<file path="src/rtl/pipeline_mem_stage.sv">
// Memory-access stage: executes loads/stores against a word-addressed synchronous
// data RAM and registers {wen, w_data, w_addr} for the write-back stage.
module pipeline_mem_stage #(
    parameter int DSIZE = 16,
    parameter int ASIZE = 4,
    parameter int MADDR = 8
) (
    input  logic             clk,
    input  logic             rst,
    input  logic             stall,
    input  logic             flush,
    input  logic             valid_in,
    input  logic             mem_read,
    input  logic             mem_write,
    input  logic             wen_in,
    input  logic [DSIZE-1:0] alu_in,
    input  logic [DSIZE-1:0] st_data_in,
    input  logic [ASIZE-1:0] w_addr_in,
    output logic [DSIZE-1:0] w_data_out,
    output logic [ASIZE-1:0] w_addr_out,
    output logic             wen_out,
    output logic             err_out
);

    logic [DSIZE-1:0] mem [0:(2**MADDR)-1];

    logic [DSIZE-1:0] w_data_q, w_data_d;
    logic [ASIZE-1:0] w_addr_q, w_addr_d;
    logic             wen_q, wen_d;
    logic             err_q, err_d;
    logic             load_q, load_d;
    logic [DSIZE-1:0] rd_q;

    logic [MADDR-1:0] ram_addr;
    logic             addr_ok;
    logic             ram_we;
    logic             ram_re;
    logic             we_d;

    generate
        if (DSIZE > MADDR) begin : g_wide
            assign addr_ok  = (alu_in[DSIZE-1:MADDR] == '0);
            assign ram_addr = alu_in[MADDR-1:0];
        end else if (DSIZE == MADDR) begin : g_equal
            assign addr_ok  = 1'b1;
            assign ram_addr = alu_in;
        end else begin : g_narrow
            assign addr_ok  = 1'b1;
            assign ram_addr = {{(MADDR-DSIZE){1'b0}}, alu_in};
        end
    endgenerate

    // Priority: flush > stall > bubble > illegal > range error > store > load > ALU.
    always_comb begin
        w_data_d = w_data_q;
        w_addr_d = w_addr_q;
        wen_d    = wen_q;
        err_d    = 1'b0;
        load_d   = load_q;
        we_d     = 1'b0;
        if (flush || (!stall && !valid_in)) begin
            w_data_d = '0;
            w_addr_d = '0;
            wen_d    = 1'b0;
            load_d   = 1'b0;
        end else if (stall) begin
            err_d = 1'b0;
        end else if ((mem_read && mem_write) || ((mem_read || mem_write) && !addr_ok)) begin
            w_data_d = '0;
            w_addr_d = '0;
            wen_d    = 1'b0;
            load_d   = 1'b0;
            err_d    = 1'b1;
        end else if (mem_write) begin
            w_data_d = '0;
            w_addr_d = '0;
            wen_d    = 1'b0;
            load_d   = 1'b0;
            we_d     = 1'b1;
        end else if (mem_read) begin
            w_data_d = '0;
            w_addr_d = w_addr_in;
            wen_d    = wen_in;
            load_d   = 1'b1;
        end else begin
            w_data_d = alu_in;
            w_addr_d = w_addr_in;
            wen_d    = wen_in;
            load_d   = 1'b0;
        end
    end

    // The RAM read only happens on an accepted load, so rd_q holds across stalls.
    assign ram_we = we_d & ~rst;
    assign ram_re = load_d & ~load_q & ~rst | (load_d & ~stall & ~flush & valid_in & ~rst);

    always_ff @(posedge clk) begin
        if (ram_we) mem[ram_addr] <= st_data_in;
        if (ram_re) rd_q <= mem[ram_addr];
    end

    always_ff @(posedge clk) begin
        if (rst) begin
            w_data_q <= '0;
            w_addr_q <= '0;
            wen_q    <= 1'b0;
            err_q    <= 1'b0;
            load_q   <= 1'b0;
        end else begin
            w_data_q <= w_data_d;
            w_addr_q <= w_addr_d;
            wen_q    <= wen_d;
            err_q    <= err_d;
            load_q   <= load_d;
        end
    end

    assign w_data_out = load_q ? rd_q : w_data_q;
    assign w_addr_out = w_addr_q;
    assign wen_out    = wen_q;
    assign err_out    = err_q;

endmodule

</file>
<file path="config.mk">
export PLATFORM = sky130hd
export DESIGN_NAME = pipeline_mem_stage
export DESIGN_NICKNAME = d
export VERILOG_FILES = /design/src/rtl/pipeline_mem_stage.sv
export SDC_FILE = /design/constraint.sdc
export NUM_CORES = 2
export LEC_CHECK = 0
export CAP_MARGIN = 10
export CORE_UTILIZATION = 55
export DETAILED_ROUTE_END_ITERATION = 7
export GPL_TIMING_DRIVEN = 0
export PLACE_DENSITY = 0.68
export SLEW_MARGIN = 20
export SYNTH_ARGS = -nofsm -noshare
export SYNTH_HDL_FRONTEND = slang
export SYNTH_SLANG_ARGS = --single-unit
</file>
<file path="constraint.sdc">
create_clock -name clk -period 7.3 [get_ports clk]
set_input_delay 0.73 -clock clk [delete_from_list [all_inputs] [get_ports clk]]
set_output_delay 0.73 -clock clk [all_outputs]
set_load 0.02 [all_outputs]
</file>
==> results.py <==
metrics = {
    "status": {
        "status": "finished, violations left",
        "violations": "design-rule violations",
    },
    "power": {
        "p_int_mw": 38.4,
        "sw_frac_of_total_pct": 21.6,
        "cellPowerDensity_nw_per_um2": 272,
        "power.total_mw": 49.0,
        "p_sw_mw": 10.6,
        "p_comb_share_pct": 5.0,
        "power_frac_clock_pct": 41.7,
        "leakagePower_nw": 55.3,
        "seqPwrFrac_pct": 53.3,
        "ir_worst_vdd_uv": 247,
    },
    "sta": {
        "tns_ps": 0,
        "worst_slack_ps": 1330,
        "report.final.setup_viol": 0,
        "period_share_pct": 81.8,
        "hold_viol_final": 0,
        "worst_pin_slew_ps": 1390,
        "fin_skew_ps": 42.4,
        "fmaxAchievable_mhz": 167,
        "fin_crit_ps": 5970,
        "relSlewSlack_pct": 5.83,
        "final_max_slew_viol_count": 0,
        "grt_setup_unrepaired": "false",
    },
    "finish": {
        "syn_to_final_growth_pct": 15.2,
        "fin_nets": 7633,
        "finalInstanceArea_um2": 180000,
        "drive_above_1_share_pct": 30.3,
        "fill_cells": 18200,
        "fin_util_pct": 63.8,
    },
    "worst_setup_path": {
        "cp_data_arrival_time_ps": 6640,
        "crit_path_start_kind": "input pin",
        "critPathKind": "input pin to flop",
        "crit_path_end_kind": "flop",
        "crit_fanout": 10,
        "cp_data_required_time_ps": 7970,
    },
    "logic_synthesis": {
        "netlist_top_cells_count": "edfxtp_1, mux4_2, a22oi_1, nor2_1, a21oi_1",
        "synthMostInstantiatedCell": "edfxtp_1",
        "synth_top_area_share_pct": 79.0,
        "synthTopCellsByArea": "edfxtp_1, mux4_2, a22oi_1",
        "synthDistinctLibCells": 24,
        "synth_nets": 6856,
        "synthCells": 6812,
        "syn-cell-area_um2": 156000,
        "synth_top_cell_by_area": "edfxtp_1",
        "async_flop_share_pct": 0,
        "synth_top_flop_cell": "edfxtp_1",
        "yosysWarnings": 0,
        "synth_edf_count": 4112,
        "synth_area_per_cell_um2": 23.0,
        "yosysSeqAreaShare_pct": 79.3,
        "synth_seq_cells": 4135,
    },
    "cts": {
        "cts_setup_buffers": 0,
        "clock-root-buffer": "clkbuf_16",
        "clk_latency_ps": 970,
        "clk_path_buf_depth": 4,
        "cts.sinks": 4135,
        "cts_tree": "done",
        "htreeDepth": 5,
        "cts_buffers": 403,
        "clkTransAtPathRegs_ps": 60,
        "postCtsHoldBufs": 0,
        "ctsResizeCount": 0,
    },
    "min_path": {
        "min_path_type": "input pin to flop",
    },
    "floorplan": {
        "io-pin-count": 66,
        "die_area_um2": 286000,
        "die_w_um": 535,
        "core_area_um2": 283000,
        "die_h_um": 535,
        "initial_core_util_pct": 55.3,
        "placementRows": 195,
    },
    "grt": {
        "antenna_found_initial": 27,
        "grt_pass1_vias": 78300,
        "grt_first_pass_wirelength_um": 609000,
        "grt_overflow_total": 0,
        "grt_max_degree": 117,
        "grt_use_total_pct": 31.0,
    },
    "place": {
        "gp_congestion": 0.989,
        "port_buffers": 61,
        "postPlaceCellArea_um2": 167000,
        "hpwl_um": 296000,
        "pre_cts_ws_ps": 642,
    },
    "route": {
        "ant_nets": 0,
        "wire_per_inst_um": 37.7,
        "vias": 78900,
        "vias_per_cell": 6.75,
        "dr.pass1.iters": 8,
        "drt-total-wl_um": 440000,
        "drc": 1,
        "drt_first_iter_violations": 12400,
    },
    "flow_run": {
        "cap_violations": 0,
    },
}
-- power by group through the flow --
| stage | Sequential, mW | Clock, mW | Combinational [mW] |
|---|---|---|---|
| after floorplan | 26.6 | 0 | 1.08 |
| after global placement | 26.9 | 0 | 2.25 |
| after detailed placement | 26.6 | 0 | 2.39 |
| after CTS | 26.1 | 20.6 | 2.40 |
| after global routing | 26.1 | 21.4 | 2.50 |
| final | 26.1 | 20.4 | 2.45 |
-- sequential cells by signal, summed over array words and instances (netlist names) --
register,flops
err_out,1
mem,4096
rd_q,16
w_addr_out,4
w_data_q,16
load_q,1
wen_out,1
-- metrics by stage --
stage          std cells  hold slack (ps)
2_1_floorplan       6812              477
3_3_place_gp       10600              490
3_5_place_dp       10900              502
4_1_cts            11700              143
5_1_grt            11700              167
6_report           11700              189
-- cell type report --
cell class / count / area [um2] / area share, %
Tap cell: 3743 / 4680 / 2.60
Timing Repair Buffer: 372 / 5260 / 2.92
Buffer: 419 / 1960 / 1.09
Sequential cell: 4135 / 124000 / 68.8
Clock buffer: 479 / 10400 / 5.79
Inverter: 2 / 7.51 / 0.00417
Antenna cell: 14 / 35.0 / 0.0194
Multi-Input combinational cell: 2256 / 31400 / 17.4
Clock inverter: 266 / 2450 / 1.36
-- critical path, stage by stage --
cell and delay, ps:
clkdlybuf4s50_1 660, nor2b_1 170, clkbuf_1 860, clkbuf_2 730, clkbuf_1 710, nand3_1 1040
clkbuf_4 660, buf_12 270, nor2_2 530, buf_6 240
-- logic make-up (layout without fill, tap and decap cells) --
| kind of cell | after synthesis | after routing | synth area share, % |
|---|---|---|---|
| AO/OA/AOI/OAI | 858 | 858 | 3.76 |
| buffers and inverters | 421 | 1538 | 1.21 |
| flip-flops | 4135 | 4135 | 79.3 |
| multiplexers | 1040 | 1040 | 14.9 |
| other | 0 | 14 | 0 |
| AND/OR/NAND/NOR | 358 | 358 | 0.918 |
-- placed cells by master, fill, tap and decap left out, drive strengths merged, types with 5 or more instances in the layout --
master	synthesis	final
a21oi	257	257
clkbuf	253	732
clkdlybuf4s50	0	45
mux2	16	16
nor3	6	6
buf	166	493
clkinv	0	205
inv	2	16
mux4	1024	1024
nor2b	6	6
nand4	17	17
clkinvlp	0	10
diode	0	14
nand3	5	5
edfxtp	4112	4112
o41ai	64	64
bufinv	0	37
dfxtp	23	23
nor2	282	282
nand2	35	35
a22oi	533	533
-- worst paths after layout --
path,from,end,slack (ps),cells after the start
worst max-delay path,alu_in[2],mem[215][2]$_DFFE_PP_,1330,10
worst min-delay path,st_data_in[3],mem[147][3]$_DFFE_PP_,190,1
worst max register to register,mem[190][4]$_DFFE_PP_,rd_q[4]$_DFFE_PP_,3200,5
worst min register to register,w_data_q[8]$_SDFFE_PP0N_,w_data_q[8]$_SDFFE_PP0N_,520,2
-- routing by layer --
layer	share of wire, %	wire (um)	GRT usage, %
met4	6.6	29000	17.1
met1	35	156000	41.4
met3	12	53800	9.06
met2	46	202000	46.5
met5	0.034	151	0.250
Note: power is estimated with default switching activity, not from simulation.
